### config.mk
export PLATFORM = sky130hd
export DESIGN_NAME = brew_step_sequencer
export DESIGN_NICKNAME = d
export VERILOG_FILES = /design/src/rtl/brew_seq_pkg.sv /design/src/rtl/ms_tick_gen.sv /design/src/rtl/brew_step_sequencer.sv
export SDC_FILE = /design/constraint.sdc
export NUM_CORES = 1
export LEC_CHECK = 0
export CORE_MARGIN = 2
export CORE_UTILIZATION = 25
export DETAILED_ROUTE_END_ITERATION = 12
export PLACE_DENSITY_LB_ADDON = 0.25
export SYNTH_ARGS = -nofsm -noshare
export SYNTH_HDL_FRONTEND = slang
export SYNTH_SLANG_ARGS = --single-unit
### constraint.sdc
create_clock -name clk -period 3.8 [get_ports clk]
set_input_delay 1.14 -clock clk [delete_from_list [all_inputs] [get_ports clk]]
set_output_delay 1.14 -clock clk [all_outputs]
set_load 0.03 [all_outputs]
### src/rtl/brew_seq_pkg.sv
// brew_seq_pkg: stage encoding, progress constants and size helpers for the brew sequencer
package brew_seq_pkg;
  typedef enum logic [2:0] {
    ST_IDLE   = 3'd0,
    ST_GRIND  = 3'd1,
    ST_HEAT   = 3'd2,
    ST_PREINF = 3'd3,
    ST_BREW   = 3'd4,
    ST_MILK   = 3'd5,
    ST_FINISH = 3'd6
  } stage_t;
  localparam logic [6:0] PROG_IDLE   = 7'd0;
  localparam logic [6:0] PROG_GRIND  = 7'd10;
  localparam logic [6:0] PROG_HEAT   = 7'd25;
  localparam logic [6:0] PROG_PREINF = 7'd35;
  localparam logic [6:0] PROG_BREW   = 7'd40;
  localparam logic [6:0] PROG_MILK   = 7'd80;
  localparam logic [6:0] PROG_FINISH = 7'd95;
  localparam logic [6:0] PROG_DONE   = 7'd100;
  function automatic logic [1:0] size_mult(input logic [1:0] size);
    return (size == 2'd3) ? 2'd3 : size + 2'd1;
  endfunction
  function automatic logic [6:0] stage_progress(input stage_t s);
    return s == ST_GRIND  ? PROG_GRIND  :
           s == ST_HEAT   ? PROG_HEAT   :
           s == ST_PREINF ? PROG_PREINF :
           s == ST_BREW   ? PROG_BREW   :
           s == ST_MILK   ? PROG_MILK   :
           s == ST_FINISH ? PROG_FINISH : PROG_IDLE;
  endfunction
endpackage

### src/rtl/ms_tick_gen.sv
// ms_tick_gen: free-running TICK_DIV divider emitting a one-cycle tick, with synchronous phase clear
module ms_tick_gen #(
  parameter int unsigned TICK_DIV = 50_000
) (
  input  logic clk,
  input  logic rst,
  input  logic clr,
  output logic tick
);
  localparam int unsigned W = (TICK_DIV > 1) ? $clog2(TICK_DIV) : 1;
  logic [W-1:0] cnt_q, cnt_d;
  assign tick = cnt_q == W'(TICK_DIV - 1);
  // wrap on tick, restart phase on clear
  always_comb cnt_d = (clr || tick) ? '0 : cnt_q + 1'b1;
  // divider counter
  always_ff @(posedge clk) cnt_q <= rst ? '0 : cnt_d;
endmodule

### src/rtl/brew_step_sequencer.sv
// brew_step_sequencer: brew-cycle sequencer driving grinder/heater/pump/milk; BREW_PREINFUSE_EN enables PREINF
module brew_step_sequencer
  import brew_seq_pkg::*;
#(
  parameter int unsigned TICK_DIV        = 50_000,
  parameter int unsigned GRIND_MS        = 3000,
  parameter int unsigned HEAT_TIMEOUT_MS = 10000,
  parameter int unsigned PREINF_MS       = 1000,
  parameter int unsigned BREW_MS         = 2000,
  parameter int unsigned MILK_MS         = 1500,
  parameter int unsigned FINISH_MS       = 500
) (
  input  logic       clk,
  input  logic       rst,
  input  logic       start,
  input  logic [1:0] size,
  input  logic       need_milk,
  input  logic       water_temp_ok,
  input  logic       pressure_ready,
  input  logic       abort,
  output logic       grinder_on,
  output logic       heater_on,
  output logic       pump_on,
  output logic       milk_valve,
  output logic       busy,
  output logic       done,
  output logic       fault,
  output logic [2:0] stage,
  output logic [6:0] progress
);
`ifdef BREW_PREINFUSE_EN
  localparam stage_t HEAT_NEXT = ST_PREINF;
`else
  localparam stage_t HEAT_NEXT = ST_BREW;
`endif
  stage_t      state_q, state_d;
  logic [15:0] timer_q, timer_d, brew_dur_q, brew_dur_d, dur;
  logic        need_milk_q, need_milk_d;
  logic        grinder_q, grinder_d, heater_q, heater_d, pump_q, pump_d, milk_q, milk_d;
  logic        busy_q, busy_d, done_q, done_d, fault_q, fault_d;
  logic [6:0]  progress_q, progress_d;
  logic        tick, accept, expire;
  assign accept = start && state_q == ST_IDLE;
  ms_tick_gen #(.TICK_DIV(TICK_DIV)) u_tick (.clk(clk), .rst(rst), .clr(accept), .tick(tick));
  // stage sequencing, timers and registered output decode from the next state
  always_comb begin
    dur = state_q == ST_GRIND  ? 16'(GRIND_MS) :
          state_q == ST_HEAT   ? 16'(HEAT_TIMEOUT_MS) :
          state_q == ST_PREINF ? 16'(PREINF_MS) :
          state_q == ST_BREW   ? brew_dur_q :
          state_q == ST_MILK   ? 16'(MILK_MS) : 16'(FINISH_MS);
    expire = tick && timer_q == dur - 16'd1;
    state_d = state_q;
    done_d = 1'b0;
    fault_d = 1'b0;
    brew_dur_d = accept ? 16'(BREW_MS) * {14'd0, size_mult(size)} : brew_dur_q;
    need_milk_d = accept ? need_milk : need_milk_q;
    case (state_q)
      ST_IDLE:   if (start) state_d = ST_GRIND;
      ST_GRIND:  if (expire) state_d = ST_HEAT;
      ST_HEAT: begin
        if (water_temp_ok && pressure_ready) state_d = HEAT_NEXT;
        else if (expire) begin
          state_d = ST_IDLE;
          fault_d = 1'b1;
        end
      end
`ifdef BREW_PREINFUSE_EN
      ST_PREINF: if (expire) state_d = ST_BREW;
`endif
      ST_BREW:   if (expire) state_d = need_milk_q ? ST_MILK : ST_FINISH;
      ST_MILK:   if (expire) state_d = ST_FINISH;
      ST_FINISH: begin
        if (expire) begin
          state_d = ST_IDLE;
          done_d = 1'b1;
        end
      end
      default:   state_d = ST_IDLE;
    endcase
    if (abort && state_q != ST_IDLE) begin
      state_d = ST_IDLE;
      fault_d = 1'b1;
      done_d = 1'b0;
    end
    timer_d = (state_d != state_q) ? 16'd0 : tick ? timer_q + 16'd1 : timer_q;
    grinder_d = state_d == ST_GRIND;
    heater_d = state_d == ST_HEAT || state_d == ST_PREINF || state_d == ST_BREW;
    pump_d = state_d == ST_PREINF || state_d == ST_BREW;
    milk_d = state_d == ST_MILK;
    busy_d = state_d != ST_IDLE;
    progress_d = state_d != ST_IDLE ? stage_progress(state_d) :
                 done_d ? PROG_DONE : fault_d ? PROG_IDLE : progress_q;
  end
  // state and output registers
  always_ff @(posedge clk) begin
    if (rst) begin
      state_q <= ST_IDLE;
      timer_q <= '0;
      brew_dur_q <= '0;
      need_milk_q <= 1'b0;
      grinder_q <= 1'b0;
      heater_q <= 1'b0;
      pump_q <= 1'b0;
      milk_q <= 1'b0;
      busy_q <= 1'b0;
      done_q <= 1'b0;
      fault_q <= 1'b0;
      progress_q <= '0;
    end else begin
      state_q <= state_d;
      timer_q <= timer_d;
      brew_dur_q <= brew_dur_d;
      need_milk_q <= need_milk_d;
      grinder_q <= grinder_d;
      heater_q <= heater_d;
      pump_q <= pump_d;
      milk_q <= milk_d;
      busy_q <= busy_d;
      done_q <= done_d;
      fault_q <= fault_d;
      progress_q <= progress_d;
    end
  end
  assign grinder_on = grinder_q;
  assign heater_on = heater_q;
  assign pump_on = pump_q;
  assign milk_valve = milk_q;
  assign busy = busy_q;
  assign done = done_q;
  assign fault = fault_q;
  assign stage = state_q;
  assign progress = progress_q;
endmodule

======== Word-level counts from Yosys, hierarchy flattened ========
Index checks and enable logic that the tools add are counted.
operators by class
  add/subtract/negate cells ............... 4
  multiply operators ...................... 1
  equal/unequal tests ..................... 16
  multiplexer cells ....................... 30
  reduce and logical (&&, ||, !) cells .... 14
operator list
  kind                                                count
  two-way mux 7 bit                                   9
  adder 16 x 1 -> 16 bit, second input constant       2
  two-way mux 14 bit                                  2
  two-way mux 13 bit                                  2
  two-way mux 3 bit                                   7
  == test 3 bit, second input constant                6
  one-hot mux 3 bit (6 select lines)                  1
  == test 16 bit                                      1
  == test 16 bit, second input constant               1
  subtractor 14 x 1 -> 15 bit, second input constant  1
  == test 3 x 2 -> 1 bit, second input constant       4
  two-way mux 11 bit                                  1
  multiplier 7 x 2 -> 9 bit, first input constant     1
  nonzero test 3 bit                                  3
  == test 3 x 1 -> 1 bit, second input constant       2
  two-way mux 1 bit                                   6
  logical AND 1 bit                                   4
  logical OR 1 bit                                    4
  two-way mux 2 bit                                   2
  OR reduction 2 bit                                  2
  logical NOT 3 bit                                   1
  inequality test 3 bit                               1
  adder 2 x 1 -> 2 bit, second input constant         1
  == test 2 bit, second input constant                1
word-level totals
  bits in registers ....................... 59
  input port bits ......................... 9
  word-level logic and storage cells ...... 78

======== Longest topological paths before layout ========
  depth in word-level cells ............... 21
  gate-level depth with buffers ........... 15

======== Modules after synthesis ========
Synthesis repeated with hierarchy kept, for this count alone.
second synthesis, totals
  cell total of the unflattened synthesis .. 369
  area, all modules ....................... 3,145.5 µm²
by module, submodules not included
  module               instances  cells each  area an instance (µm²)  sequential area each (µm²)
  brew_step_sequencer  1          289         2,424.8                 800.8
  ms_tick_gen          1          80          720.7                   320.3

======== Worst setup path after synthesis ========
Ideal clock, no wire load.
  path kind ............................... flip-flop to flip-flop
  from .................................... reg state_q[0], in the netlist stage[0]
  to ...................................... reg progress_q[3], in the netlist progress[3]
  setup time .............................. 0.117 ns
  data arrival time ....................... 3.869 ns
  required time ........................... 3.683 ns
  slack ................................... -0.187 ns
  stages on the path, launching flop included .. 15
  path through ............................ dfxtp_1 -> clkbuf_1 -> buf_2 -> buf_1 -> nand2_1 -> ha_1 -> and4bb_2 -> nand4_1 -> xnor2_1 -> nor4b_2 -> nand4b_1 -> nor3_4 -> mux2_2 -> or3_1 -> a32o_1
on the way
  word-level cells in the longest chain between the ends .. 21
  elaborated cells on any way between the ends .. 47
  those cells by class .................... add/sub: 1; eq/ne: 13; mux: 27; reduce/logical: 6
ends and longest elaborated chain
  element                      line                                                  RTL
  start, declared              brew_step_sequencer.sv:36                             stage_t state_q, state_d;
  start signal, assigned       brew_step_sequencer.sv:111                            state_q <= state_d;
  == test 3 bit                brew_step_sequencer.sv:51, brew_step_sequencer.sv:58
  two-way mux 11 bit           brew_step_sequencer.sv:51                             state_q == ST_MILK ? 16'(MILK_MS) : 16'(FINISH_MS);
  two-way mux 13 bit           brew_step_sequencer.sv:50                             state_q == ST_BREW ? brew_dur_q :
  two-way mux 13 bit           brew_step_sequencer.sv:49                             state_q == ST_PREINF ? 16'(PREINF_MS) :
  two-way mux 14 bit           brew_step_sequencer.sv:48                             state_q == ST_HEAT ? 16'(HEAT_TIMEOUT_MS) :
  two-way mux 14 bit           brew_step_sequencer.sv:47                             dur = state_q == ST_GRIND ? 16'(GRIND_MS) :
  subtractor 14 x 1 -> 15 bit  brew_step_sequencer.sv:52                             expire = tick && timer_q == dur - 16'd1;
  == test 16 bit               brew_step_sequencer.sv:52
  [5 not listed]               -
  == test 3 bit                brew_seq_pkg.sv:29                                    s == ST_FINISH ? PROG_FINISH : PROG_IDLE;
  two-way mux 7 bit            brew_seq_pkg.sv:29
  two-way mux 7 bit            brew_seq_pkg.sv:28                                    s == ST_MILK ? PROG_MILK :
  two-way mux 7 bit            brew_seq_pkg.sv:27                                    s == ST_BREW ? PROG_BREW :
  two-way mux 7 bit            brew_seq_pkg.sv:26                                    s == ST_PREINF ? PROG_PREINF :
  two-way mux 7 bit            brew_seq_pkg.sv:25                                    s == ST_HEAT ? PROG_HEAT :
  two-way mux 7 bit            brew_seq_pkg.sv:24                                    return s == ST_GRIND ? PROG_GRIND :
  two-way mux 7 bit            brew_step_sequencer.sv:92                             progress_d = state_d != ST_IDLE ? stage_progress(state_d) :
  end signal, assigned         brew_step_sequencer.sv:122                            progress_q <= progress_d;
  end, declared                brew_step_sequencer.sv:41                             logic [6:0] progress_q, progress_d;
Parallel ways exist; a longest one is shown, timed or not.
A chain may end at the register's enable or synchronous reset.

======== Final worst setup path ========
  from .................................... reg state_q[1], in the netlist stage[1]
  to ...................................... reg progress_q[3], in the netlist progress[3]
Same word-level chain as after synthesis.

==> flow_metrics.tcl <==
set metrics [dict create \
    status "finished clean" \
    dp_hpwl_mm 5.66 \
    syn_area_per_cell_um2 8.48 \
    rsz0062_at_grt "no" \
    dp_worst_setup_slack_ns 0.174 \
    die_area_um2 13600 \
    layout_common_cells "55 x dfxtp_1, 47 x nor2_1, 25 x xnor2_1, 25 x clkdlybuf4s50_1, 23 x nor4_1" \
    syn_nets 387 \
    grt_pass1_wl_mm 13.0 \
    antenna_found_initial 0 \
    diodes 0 \
    seq_area_um2 1120 \
    layout.cells.non_filler 574 \
    clock_skew_ns 0.00873 \
    min_period_ns 3.58 \
    r2r_start "stage[1]" \
    ys_types 61 \
    leakage_nw 1.31 \
    portBuffers 25 \
    ys_ff_latch 56 \
    num-fill-cells 1343 \
    dieHeight_um 117 \
    final_common_cell "dfxtp_1" \
    period_share_pct 94.3 \
    die_w_um 117 \
    cts-root-buf "clkbuf_16" \
    core-area_um2 12500 \
    drv_slew 0 \
    min_from "progress[5]" \
    rows 41 \
    synthCells 373 \
    worstSetupPathType "flip-flop to flip-flop" \
    grt-ovfl-total 0 \
    drive_above_1_share_pct 12.2 \
    io_pins 26 \
    setup-tns-final_ns 0 \
    slowest_stage "mux2_2" \
    clock_sinks 56 \
    cts_tree "yes" \
    async_reset_ff_share_pct 0 \
    hold_violations 0 \
    tightest_slew_ns 0.574 \
    multi_input_area_um2 1930 \
    gp_congestion 0.864 \
    grt_max_degree 28 \
    syn_to_final_growth_pct 21.1 \
    worstPathCellList "nor2_1 > xnor2_1 > ha_1 > and4bb_2 > nand4_1 > xnor2_2 > nor4b_2 > nand4b_1 > nor3_4 > mux2_2 > or3_1 > a32o_1" \
    setup_viol 0 \
    cap_violations 0 \
    fin_ws_ns 0.216 \
    track_usage_pct 11.9 \
    worstPathMaxFanout 4 \
    yosysSeqAreaShare_pct 35.4 \
    critical_path.startpoint_type "flip-flop" \
    ir_drop_mv 0.168 \
    dp_cells 563 \
    drcViolationCount 0 \
    wl_per_cell_um 13.5 \
    vias_per_cell 4.81 \
    h-tree-depth 2 \
    synth_edf_count 0 \
    drt_wl_total_mm 7.76 \
    max_freq_mhz 279 \
    crit_arrival_ns 3.78 \
    initial_core_util_pct 25.4 \
    power_density_nw_per_um2 345 \
    drtIter0Drc 161 \
    dr.pass1.iters 5 \
    clk_pin_slew_worst_paths_ns 0.08 \
    yosysWarningCount 0 \
    synthFlopType "dfxtp_1" \
    hold_class "flip-flop to flip-flop" \
    slew_headroom_pct 61.3 \
    num_vias 2760 \
    nets 415 \
    grt_pass1_vias 2672 \
    clockBufferDepth 2 \
    endpoint_kind "flip-flop" \
    ant_nets 0 \
    startpoint "stage[1]" \
    cp.required_ns 4.00 \
    crit_path_max_incr_delay_ns 0.37 \
    netlist_area_um2 3160 \
    cts_buffers 5 \
    clk_latency_ns 0.30 \
]
[per-layer routing]
layer	vias to the layer above	wire length [um]	GRT usage, %
met5	-	0	0
met3	17	222	2.08
met4	0	179	4.52
met1	1306	3860	16.6
li1	1384	-	-
met2	53	3500	18.3
[critical path: cells and delay by family (launching register included)]
kind / cells / cell delay [ns]
AOI/OAI and AO/OA: 1 / 0.25
xor gates and xnor gates: 2 / 0.45
adders and majority gates: 1 / 0.25
DFF: 1 / 0.32
muxes: 1 / 0.37
and+or+nand+nor: 7 / 1.84
[logic make-up after synthesis]
group | share of synthesized area (%)
AND/OR/NAND/NOR | 31.9
buffers and inverters | 4.03
XOR/XNOR | 13.0
multiplexers | 3.32
AO/OA/AOI/OAI | 10.3
flip-flops | 35.4
adder cells (fa/ha/maj) | 1.98
[where the power goes]
group	total, mW	switching (mW)	internal [mW]	leakage [nW]
combinational	0.205	0.119	0.0861	0.780
clock	0.498	0.243	0.255	0.0767
sequential	0.617	0.0143	0.602	0.455
total	1.32	0.377	0.943	1.31
[per-stage QoR]
step,total power [mW],cell area (um^2),utilization [%],hold slack [ns]
after floorplan,0.772,3170,-,0.418
after global placement,0.829,3650,29.3,0.430
after detailed placement,0.829,3650,29.3,0.439
after CTS,1.33,3800,30.5,0.457
after global routing,1.38,3830,30.7,0.487
final,1.32,3830,30.7,0.449
[cell usage after synthesis (all sizes together) (3+ instances only)]
master / instances / share of area (%)
nand3: 18 / 2.8
o21ai: 9 / 1.4
xor2: 18 / 5.0
ha: 5 / 2.0
xnor2: 27 / 8.1
nor2: 47 / 5.6
dfxtp: 56 / 35
nor2b: 9 / 1.8
and3: 6 / 1.2
inv: 11 / 1.3
a211oi: 3 / 0.71
clkbuf: 15 / 1.8
nor4: 24 / 5.2
buf: 5 / 0.95
nand4: 9 / 1.8
a31oi: 5 / 0.99
nor3: 11 / 2.1
and4: 3 / 0.91
or2: 3 / 0.59
a21oi: 15 / 2.4
nand2b: 7 / 1.4
nor4b: 3 / 1.0
mux2i: 7 / 2.6
or3: 5 / 1.0
nand2: 20 / 2.4
[timing repair]
action | CTS | global route
hold buffers | 0 | 0
setup buffers | 0 | 3
setup endpoints to repair | 0 | 19
resized for setup | 0 | 1
[flip-flops by register name, indices dropped and copies added (netlist names)]
| signal | cells |
|---|---|
| u_tick.cnt_q | 16 |
| progress | 7 |
| fault | 1 |
| brew_dur_q | 6 |
| need_milk_q | 1 |
| stage | 3 |
| grinder_on | 1 |
| timer_q | 16 |
| done | 1 |
| pump_on | 1 |
| milk_valve | 1 |
| heater_on | 1 |
| busy | 1 |
[cell type report]
cell class	instances	share of cell area, %
Timing Repair Buffer	41	9.66
Clock buffer	5	3.26
Multi-Input combinational cell	286	50.3
Sequential cell	56	29.3
Inverter	11	1.08
Tap cell	172	5.62
Clock inverter	3	0.751
[path summary, 6_finish.rpt]
kind,endpoint,slack [ns],cells after the start
worst max-delay path,progress[3],0.22,12
worst min-delay path,progress[5],0.45,2
worst max register to register,progress[3],0.22,12
worst min register to register,progress[5],0.45,2
Note: power is estimated with default switching activity, not from simulation.
